$ cat src/rtl/score_sequencer.sv
`default_nettype none
// ============================================================================
// Module   : score_sequencer
// Purpose  : Fetches 16-bit score words, absorbs BPM commands, and hands each
//            note word to the timing controller, waiting for its DONE.
// Options  : SCORE_SEQ_LOOP_EN - wrap to BASE_ADDR instead of finishing.
// Revision : 1.0 - initial release
// ============================================================================
module score_sequencer #(
    parameter int                ADDR_W    = 23,
    parameter logic [ADDR_W-1:0] BASE_ADDR = '0,
    parameter logic [ADDR_W-1:0] LAST_ADDR = '1,
    parameter logic [7:0]        BPM_INIT  = 8'd80
) (
    input  logic              CLK,
    input  logic              RST,
    input  logic              START,
    input  logic              STOP,
    input  logic [15:0]       WORD_IN,
    input  logic              WORD_VALID,
    output logic              WORD_REQ,
    output logic [ADDR_W-1:0] ADDR,
    input  logic              NOTE_DONE,
    output logic              NOTE_LOAD,
    output logic [1:0]        MODE,
    output logic [5:0]        TONE,
    output logic [3:0]        NOTE,
    output logic [7:0]        BPM,
    output logic              PLAYING,
    output logic              FINISHED
);

    typedef enum logic [2:0] {
        S_IDLE   = 3'd0,
        S_FETCH  = 3'd1,
        S_WAIT   = 3'd2,
        S_DECODE = 3'd3,
        S_PLAY   = 3'd4,
        S_END    = 3'd5
    } state_t;

    localparam logic [15:0]       c_END_MARKER = 16'hC000;
    localparam logic [ADDR_W-1:0] c_ADDR_ONE   = {{(ADDR_W-1){1'b0}}, 1'b1};

    state_t            state_q, state_d;
    logic [ADDR_W-1:0] addr_q, addr_d;
    logic [15:0]       word_q, word_d;
    logic [7:0]        bpm_q, bpm_d;
    logic [1:0]        mode_q, mode_d;
    logic [5:0]        tone_q, tone_d;
    logic [3:0]        note_q, note_d;
    logic              word_req_q, word_req_d;
    logic              note_load_q, note_load_d;
    logic              playing_q, playing_d;
    logic              finished_q, finished_d;

    logic              is_bpm;
    logic              is_end;
    state_t            adv_state;
    logic [ADDR_W-1:0] adv_addr;
    state_t            term_state;
    logic [ADDR_W-1:0] term_addr;

    assign is_bpm = (word_q[15:14] == 2'b11);
    assign is_end = (word_q == c_END_MARKER);

    // Where to go after a word is consumed, and where the end marker leads.
    always_comb begin
        adv_state  = S_FETCH;
        adv_addr   = addr_q + c_ADDR_ONE;
`ifdef SCORE_SEQ_LOOP_EN
        term_state = S_FETCH;
        term_addr  = BASE_ADDR;
        if (addr_q == LAST_ADDR) begin
            adv_state = S_FETCH;
            adv_addr  = BASE_ADDR;
        end
`else
        term_state = S_END;
        term_addr  = addr_q;
        if (addr_q == LAST_ADDR) begin
            adv_state = S_END;
            adv_addr  = addr_q;
        end
`endif
    end

    always_comb begin
        state_d     = state_q;
        addr_d      = addr_q;
        word_d      = word_q;
        bpm_d       = bpm_q;
        mode_d      = mode_q;
        tone_d      = tone_q;
        note_d      = note_q;
        word_req_d  = 1'b0;
        note_load_d = 1'b0;
        playing_d   = playing_q;
        finished_d  = finished_q;

        if (STOP && (state_q != S_IDLE)) begin
            state_d    = S_IDLE;
            tone_d     = '0;
            playing_d  = 1'b0;
            finished_d = 1'b0;
        end else begin
            case (state_q)
                S_IDLE, S_END: begin
                    if (START) begin
                        state_d    = S_FETCH;
                        addr_d     = BASE_ADDR;
                        playing_d  = 1'b1;
                        finished_d = 1'b0;
                    end
                end
                S_FETCH: begin
                    word_req_d = 1'b1;
                    state_d    = S_WAIT;
                end
                S_WAIT: begin
                    if (WORD_VALID) begin
                        word_d  = WORD_IN;
                        state_d = S_DECODE;
                    end
                end
                S_DECODE: begin
                    if (is_end) begin
                        state_d = term_state;
                        addr_d  = term_addr;
                    end else if (is_bpm) begin
                        bpm_d   = word_q[7:0];
                        state_d = adv_state;
                        addr_d  = adv_addr;
                    end else begin
                        mode_d      = word_q[15:14];
                        tone_d      = word_q[13:8];
                        note_d      = word_q[3:0];
                        note_load_d = 1'b1;
                        state_d     = S_PLAY;
                    end
                end
                S_PLAY: begin
                    if (NOTE_DONE) begin
                        state_d = adv_state;
                        addr_d  = adv_addr;
                    end
                end
                default: begin
                    state_d = S_IDLE;
                end
            endcase
        end

        // Entering or sitting in END always presents a muted, finished player.
        if (state_d == S_END) begin
            playing_d  = 1'b0;
            finished_d = 1'b1;
            tone_d     = '0;
        end
    end

    always_ff @(posedge CLK) begin
        if (RST) begin
            state_q     <= S_IDLE;
            addr_q      <= BASE_ADDR;
            word_q      <= '0;
            bpm_q       <= BPM_INIT;
            mode_q      <= '0;
            tone_q      <= '0;
            note_q      <= '0;
            word_req_q  <= 1'b0;
            note_load_q <= 1'b0;
            playing_q   <= 1'b0;
            finished_q  <= 1'b0;
        end else begin
            state_q     <= state_d;
            addr_q      <= addr_d;
            word_q      <= word_d;
            bpm_q       <= bpm_d;
            mode_q      <= mode_d;
            tone_q      <= tone_d;
            note_q      <= note_d;
            word_req_q  <= word_req_d;
            note_load_q <= note_load_d;
            playing_q   <= playing_d;
            finished_q  <= finished_d;
        end
    end

    assign WORD_REQ  = word_req_q;
    assign ADDR      = addr_q;
    assign NOTE_LOAD = note_load_q;
    assign MODE      = mode_q;
    assign TONE      = tone_q;
    assign NOTE      = note_q;
    assign BPM       = bpm_q;
    assign PLAYING   = playing_q;
    assign FINISHED  = finished_q;

endmodule
`default_nettype wire

$ cat config.mk
export PLATFORM = sky130hd
export DESIGN_NAME = score_sequencer
export DESIGN_NICKNAME = d
export VERILOG_FILES = /design/src/rtl/score_sequencer.sv
export SDC_FILE = /design/constraint.sdc
export NUM_CORES = 1
export LEC_CHECK = 0
export CORE_MARGIN = 10
export CORE_UTILIZATION = 53
export DETAILED_ROUTE_END_ITERATION = 16
export PLACE_DENSITY_LB_ADDON = 0.3
export SETUP_SLACK_MARGIN = 0.05
export SYNTH_ARGS = -nofsm -noshare
export SYNTH_HDL_FRONTEND = slang
export SYNTH_SLANG_ARGS = --single-unit
$ cat constraint.sdc
create_clock -name CLK -period 4.5 [get_ports CLK]
set_clock_uncertainty 0.2 [all_clocks]
set_input_delay 0.9 -clock CLK [delete_from_list [all_inputs] [get_ports CLK]]
set_output_delay 0.9 -clock CLK [all_outputs]
set_load 0.03 [all_outputs]
# Word-level counts from Yosys, hierarchy flattened
# Index checks and enable logic that the tools add are counted.
dict set report word_totals {
  regBits 66
  inputBits 22
  out_inout_bits 47
  wordCells 66
}
dict set report op_classes {
  n_addsub 1
  n_eq_ne 13
  mux 20
  n_bitwise 4
  n_reduce_logical 17
}
# cell count
set ops {}
lappend ops {{2-to-1 mux 23 bit} 5}
lappend ops {{case mux 23 bit (3 select lines)} 1}
lappend ops {{adder 23 x 1 -> 23 bit, second input constant} 1}
lappend ops {{equality test 23 bit, second input constant} 1}
lappend ops {{2-to-1 mux 3 bit} 7}
lappend ops {{equality test 16 bit, second input constant} 1}
lappend ops {{case mux 3 bit (5 select lines)} 1}
lappend ops {{nonzero test 3 bit} 4}
lappend ops {{equality test 3 bit, second input constant} 3}
lappend ops {{inequality test 2 bit, second input constant} 4}
lappend ops {{AND reduction 4 bit} 2}
lappend ops {{equality test 3 x 2 -> 1 bit, second input constant} 2}
lappend ops {{2-to-1 mux 1 bit} 6}
lappend ops {{AND reduction 3 bit} 2}
lappend ops {{AND reduction 6 bit} 1}
lappend ops {{inverter 1 bit} 4}
lappend ops {{AND reduction 2 bit} 2}
lappend ops {{OR reduction 2 bit} 2}
lappend ops {{OR reduction 4 bit} 1}
lappend ops {{equality test 3 x 1 -> 1 bit, second input constant} 1}
lappend ops {{logical NOT 3 bit} 1}
lappend ops {{OR reduction 3 bit} 1}
lappend ops {{equality test 2 bit, second input constant} 1}
lappend ops {{logical AND 1 bit} 1}

# Depth between registers and ports, before layout
# Gate-level depths: netlist of run 1.
dict set report depth {
  ltp_word 9
  ltp_mapped 8
  mapped_depth_nobuf 7
}

# Least setup slack after synthesis of run 1
# No wires, ideal clock.
dict set report synth_path {
  path_type {in2reg}
  start {in STOP}
  end {reg addr_q[1] (netlist: ADDR[1])}
  setup_ns 0.070
  t_arrival_ns 2.298
  path_slack_ns 1.932
  path_stages 6
  path_buffers 1
  path_cell_list {a31o_1 a21o_1 or3_4 buf_6 or3b_1 a21oi_1}
}
dict set report synth_via {
  elab_chain_cells 3
}
# item line
set synth_lines {}
lappend synth_lines {{from (decl)} 18} ;# input logic STOP,
lappend synth_lines {{logical AND 1 bit} 101} ;# if (STOP && (state_q != S_IDLE)) begin
lappend synth_lines {{inverter 1 bit (no source line)} --}
lappend synth_lines {{AND reduction 6 bit (no source line)} --}
lappend synth_lines {{to (signal assigned)} 177} ;# addr_q <= addr_d;
lappend synth_lines {{to (decl)} 46} ;# logic [ADDR_W-1:0] addr_q, addr_d;
# Every way passes these cells.
# A chain may end at the register's enable or synchronous reset.

# Worst setup path in the final report of run 1
dict set report layout_path {
  start {in STOP}
  end {reg addr_q[6] (netlist: ADDR[6])}
}
# The elaborated chain is that of the path after synthesis.

==> results of run 1 <==
## logic make-up (layout without fill, tap and decap cells)
family                     after synthesis  after routing  share of synthesized area, %
DFF                                     66             66                          45.3
AOI/OAI and AO/OA                       75             75                          14.9
xor gates and xnor gates                 7              7                          2.10
muxes                                   21             21                          7.21
adders and majority gates                1              1                         0.429
buffers and inverters                   23             91                          4.33
and+or+nand+nor                        143            143                          25.8
## power groups by stage
stage / logic [mW] / registers, mW / clock network (mW)
after global routing: 0.137 / 0.614 / 0.511
after floorplan: 0.0901 / 0.620 / 0
after CTS: 0.125 / 0.611 / 0.490
final: 0.125 / 0.612 / 0.485
after global placement: 0.121 / 0.623 / 0
after detailed placement: 0.123 / 0.624 / 0
## sequential cells by signal, summed over array words and instances (netlist names)
signal     cells
ADDR          23
word_q        16
BPM            8
TONE           6
NOTE           4
state_q        3
MODE           2
FINISHED       1
NOTE_LOAD      1
PLAYING        1
WORD_REQ       1
## critical path: stages
cell	delay [ns]
clkdlybuf4s50_1	0.64
o21ai_0	0.19
o31ai_1	0.12
a21o_1	0.25
or3_4	0.47
or4_1	0.41
a21oi_1	0.14
## cell type report
class | instances | area [um^2] | area share (%)
Multi-Input combinational cell | 247 | 1470 | 38.9
Clock buffer | 13 | 149 | 3.94
Clock inverter | 2 | 37.5 | 0.994
Inverter | 7 | 26.3 | 0.696
Tap cell | 70 | 87.6 | 2.32
Sequential cell | 66 | 1320 | 35.0
Timing Repair Buffer | 69 | 688 | 18.2
## per-stage QoR
step	hold WS [ns]	power, mW	cell area, um^2	utilization [%]
5_1_grt	0.267	1.26	3780	72.6
3_3_place_gp	0.244	0.745	3590	69.0
2_1_floorplan	0.256	0.710	2920	-
4_1_cts	0.257	1.23	3780	72.6
3_5_place_dp	0.247	0.748	3590	69.0
6_report	0.256	1.22	3780	72.6
## layer usage
metal	global-route usage (%)	up-vias	share of wire, %
li1	-	1343	-
met1	20.4	1284	43
met2	25.6	91	46
met3	6.39	15	8.5
met4	8.99	0	2.1
met5	0	-	0
## how the worst min path moves through the flow
stage | to | slack [ns] | from | cells past startpoint
finish | TONE[3] | 0.26 | TONE[3] | 2
global placement | TONE[5] | 0.24 | TONE[5] | 2
detailed placement | TONE[0] | 0.25 | TONE[0] | 2
CTS | TONE[3] | 0.26 | TONE[3] | 2
global route | TONE[5] | 0.27 | TONE[5] | 2
floorplan | TONE[1] | 0.26 | word_q[9] | 2
## cell usage in the layout (no fill, tap or decap), types with 4 or more instances in the layout
master | netlist | routed
clkdlybuf4s50_1 | 0 | 68
dfxtp_1 | 66 | 66
nor2_1 | 39 | 39
a21oi_1 | 37 | 37
nand2_1 | 33 | 33
mux2i_1 | 21 | 21
o21ai_0 | 19 | 19
or3_1 | 15 | 15
nand3_1 | 15 | 15
nand4_1 | 10 | 10
clkbuf_8 | 0 | 10
inv_1 | 7 | 7
nor4_1 | 6 | 6
o31ai_1 | 4 | 4
nor3_1 | 4 | 4
xnor2_1 | 4 | 4
==> flow_summary.yaml, run 1 <==
pwr:
  power_leakage_nw: 1.26
  vdd_drop_max_mv: 0.208
  sw_frac_of_total_pct: 25.2
  clockPowerShare_pct: 39.7
  powerDensity_nw_per_um2: 324
  p_comb_share_pct: 10.3
  p_switching_mw: 0.308
  p_seq_share_pct: 50.0
  p_int_mw: 0.914
floorplanning:
  die-area_um2: 8870
  rows: 26
  die_h_um: 94.2
  die_w_um: 94.2
  ioPinCount: 69
  start_util_pct: 56.0
  core_um2: 5200
timing:
  slew_violations: 0
  fin_crit_ns: 3.06
  finalCritPeriodShare_pct: 68.0
  worstMarginPinSlew_ns: 0.899
  finalHoldViolCount: 0
  finalWorstSetupSlack_ns: 1.44
  fmax_mhz: 327
  setup_tns_ns: 0
  setup_violations: 0
  slew_headroom_pct: 40.1
  grt_setup_unrepaired: "false"
synthesis:
  synth.most_common_cell: "dfxtp_1"
  synth_nets: 359
  yosysTopAreaCellShare_pct: 45.3
  yosysWarnings: 0
  ys_seq_area_share_pct: 45.3
  synth_edf_count: 0
  synth-main-ff-cell: "dfxtp_1"
  synth_common_cells: "66 x dfxtp_1, 39 x nor2_1, 37 x a21oi_1, 33 x nand2_1, 21 x mux2i_1"
  async_reset_ff_share_pct: 0
  syn_area_per_cell_um2: 8.68
  synth_area_leaders: "dfxtp_1 45%, mux2i_1 7.2%, a21oi_1 6.4%"
  synth_top_cell_by_area: "dfxtp_1"
  synth_area_um2: 2920
  synth_cells: 336
  synth_seq_cells: 66
  synth.distinct_cells: 50
routing:
  drt_iter0_markers: 223
  routedWlPerCell_um: 15.8
  num_vias: 2733
  remaining_drc_errors: 0
  dr.pass1.iters: 4
  via_per_inst: 5.77
  ant_nets: 0
  drt_wl_total_um: 7470
finish:
  fill_cells: 422
  antenna_cells: 0
  nets: 423
  drive_gt1_share_pct: 4.95
  final_cells: 474
  syn_to_final_growth_pct: 29.6
flow_run:
  maxCapViolations: 0
global_route:
  grt-ovfl-total: 0
  grt_pass1_vias: 2613
  grt_first_pass_wirelength_um: 12200
  antenna_found_initial: 0
  track_usage_pct: 17.0
  grt_max_degree: 35
clock_tree:
  cts_hold_buf: 0
  cts_num_sinks: 66
  cts.repair.resized: 0
  cts_tree: "done"
  clk_pin_slew_worst_paths_ns: 0.07
  cts_setup_buffers: 0
  root_buffer: "clkbuf_8"
  insertion_delay_ns: 0.34
  cts_buffers: 9
  clk_path_buf_depth: 2
  htreeDepth: 3
placement:
  routabilityCongestion: 0.838
  dpl_worst_slack_ns: 1.13
  port_buffers: 68
  place_inst: 459
  hpwl_um: 5280
setup_path:
  worstPathArrival_ns: 3.12
  reg2reg_depth: 6
  r2r-start: "state_q[0]"
  critPathRequiredTime_ns: 4.56
  critPathKind: "in2reg"
  end_kind: "register"
  cp-start-kind: "primary input"
  endpoint: "ADDR[6]"
  cp_max_fo: 14
  crit_path_start: "STOP"
  worstReg2RegEnd: "BPM[5]"
  r2r_setup_slack_ns: 1.71
hold_path:
  hp-class: "reg2reg"
run_status:
  outcome: "finished clean"
(Power assumes the default switching activity.)
==> run 2: changes to the inputs <==
--- a/config.mk
+++ b/config.mk
@@ -6,7 +6,7 @@
 export NUM_CORES = 1
 export LEC_CHECK = 0
 export CORE_MARGIN = 10
-export CORE_UTILIZATION = 53
+export CORE_UTILIZATION = 45
 export DETAILED_ROUTE_END_ITERATION = 16
 export PLACE_DENSITY_LB_ADDON = 0.3
 export SETUP_SLACK_MARGIN = 0.05
==> constraint.sdc (replaced) <==
create_clock -name CLK -period 2.7 [get_ports CLK]
set_clock_uncertainty 0.2 [all_clocks]
set_input_delay 0.54 -clock CLK [delete_from_list [all_inputs] [get_ports CLK]]
set_output_delay 0.54 -clock CLK [all_outputs]
set_load 0.03 [all_outputs]
==> flow_summary.yaml, run 2 (synthesis gave the netlist of run 1 again) <==
timing:
  setup_violations: 0
  worstMarginPinSlew_ns: 0.597
  fin_crit_ns: 2.45
  hold_slack_ns: 0.258
  slew_headroom_pct: 60.0
  fmax_mhz: 408
  finalCritPeriodShare_pct: 90.7
  finalHoldViolCount: 0
  grt_setup_unrepaired: "false"
  slew_violations: 0
setup_path:
  cp-start-kind: "register"
  critPathRequiredTime_ns: 2.78
  end_kind: "register"
  worstPathArrival_ns: 2.53
  critPathKind: "reg2reg"
  cp_max_fo: 14
finish:
  largest_reg_flops: 23
  area.sequential_um2: 1320
  final_cell_mix: "68 x clkdlybuf4s50_1, 65 x dfxtp_1, 39 x nor2_1"
  drive_gt1_share_pct: 9.31
  multi_input_area_um2: 1470
  mostFrequentLayoutCell: "clkdlybuf4s50_1"
  antenna_cells: 0
  fill_cells: 571
  post-route-util_pct: 62.5
  syn_to_final_growth_pct: 35.3
  nets: 437
routing:
  via_per_inst: 5.53
  dr.pass1.iters: 4
  highest_layer: "met4"
  routedWlPerCell_um: 15.9
  remaining_drc_errors: 0
  met2_length_um: 3840
  wl_met1_um: 3240
  ant_nets: 0
  wl_met3_um: 679
  num_vias: 2741
  drt_wl_total_um: 7860
  drt_iter0_markers: 102
run_status:
  outcome: "finished clean"
global_route:
  grt_pass1_vias: 2698
  grt_max_degree: 32
  grt_first_pass_wirelength_um: 13200
  grt-ovfl-total: 0
  antenna_found_initial: 0
  track_usage_pct: 15.9
pwr:
  powerDensity_nw_per_um2: 552
  vdd_drop_max_mv: 0.393
  power_leakage_nw: 1.36
clock_tree:
  insertion_delay_ns: 0.35
  htreeDepth: 3
  clk_pin_slew_worst_paths_ns: 0.07
  cts_num_sinks: 66
  cts_tree: "done"
  cts_hold_buf: 0
  clk_path_buf_depth: 2
  root_buffer: "clkbuf_8"
  cts_buffers: 9
placement:
  port_buffers: 68
  hpwl_um: 5720
  routabilityCongestion: 0.797
floorplanning:
  rows: 29
  die_w_um: 100
  ioPinCount: 69
  die_h_um: 100
  start_util_pct: 46.2
  die-area_um2: 10100
  core_um2: 6310
hold_path:
  hp-class: "reg2reg"
flow_run:
  maxCapViolations: 0
-- run 2: path summary, 6_finish.rpt --
path                                  from       to  slack [ns]  depth (start not counted)
worst max-delay path            state_q[1]  ADDR[6]        0.25                          7
worst min-delay path               TONE[1]  TONE[1]        0.26                          2
worst max register to register  state_q[1]  ADDR[6]        0.25                          7
worst min register to register     TONE[1]  TONE[1]        0.26                          2
-- run 2: worst max-delay path, cell delays in order, from the launching register on --
cell	delay (ns)
dfxtp_1	0.53
nor2_1	0.13
a31oi_1	0.29
nor4b_4	0.09
buf_4	0.17
or3_4	0.40
or4_1	0.41
a21oi_1	0.15
-- run 2: power breakdown --
part           internal, mW  total (mW)  leakage [nW]  switching (mW)
clock network         0.542       0.921         0.109           0.379
logic                 0.107       0.247         0.716           0.140
registers             0.989        1.01         0.533          0.0217
-- run 2: layout make-up --
class	count	share of cell area [%]
multi-input cells	247	37.4
flip-flops and latches	66	33.5
repair buffers	83	20.4
clock buffers	11	3.59
well taps	77	2.44
clock inverters	5	1.97
inverters	7	0.666
-- run 2: through the flow --
stage               TNS, ns  power (mW)  setup WS [ns]  cell area [um^2]  cells
floorplan                 0        1.18          0.318              2920    336
global placement          0        1.27         0.0244              3710    479
detailed placement  -0.0464        1.28        -0.0364              3710    479
CTS                       0        2.19          0.144              3930    495
global route              0        2.27         0.0465              3940    496
finish                    0        2.18          0.250              3940    496
-- run 2: routing by layer --
metal	vias up	track usage, %
li1	1373	-
met1	1289	18.6
met2	67	25.2
met3	12	7.00
met4	0	5.87
met5	-	0
-- run 2: what timing repair did --
| item | in CTS | in global routing |
|---|---|---|
| setup buffers | 0 | 1 |
| gates resized for setup | 0 | 2 |
| setup endpoints to repair | 0 | 23 |
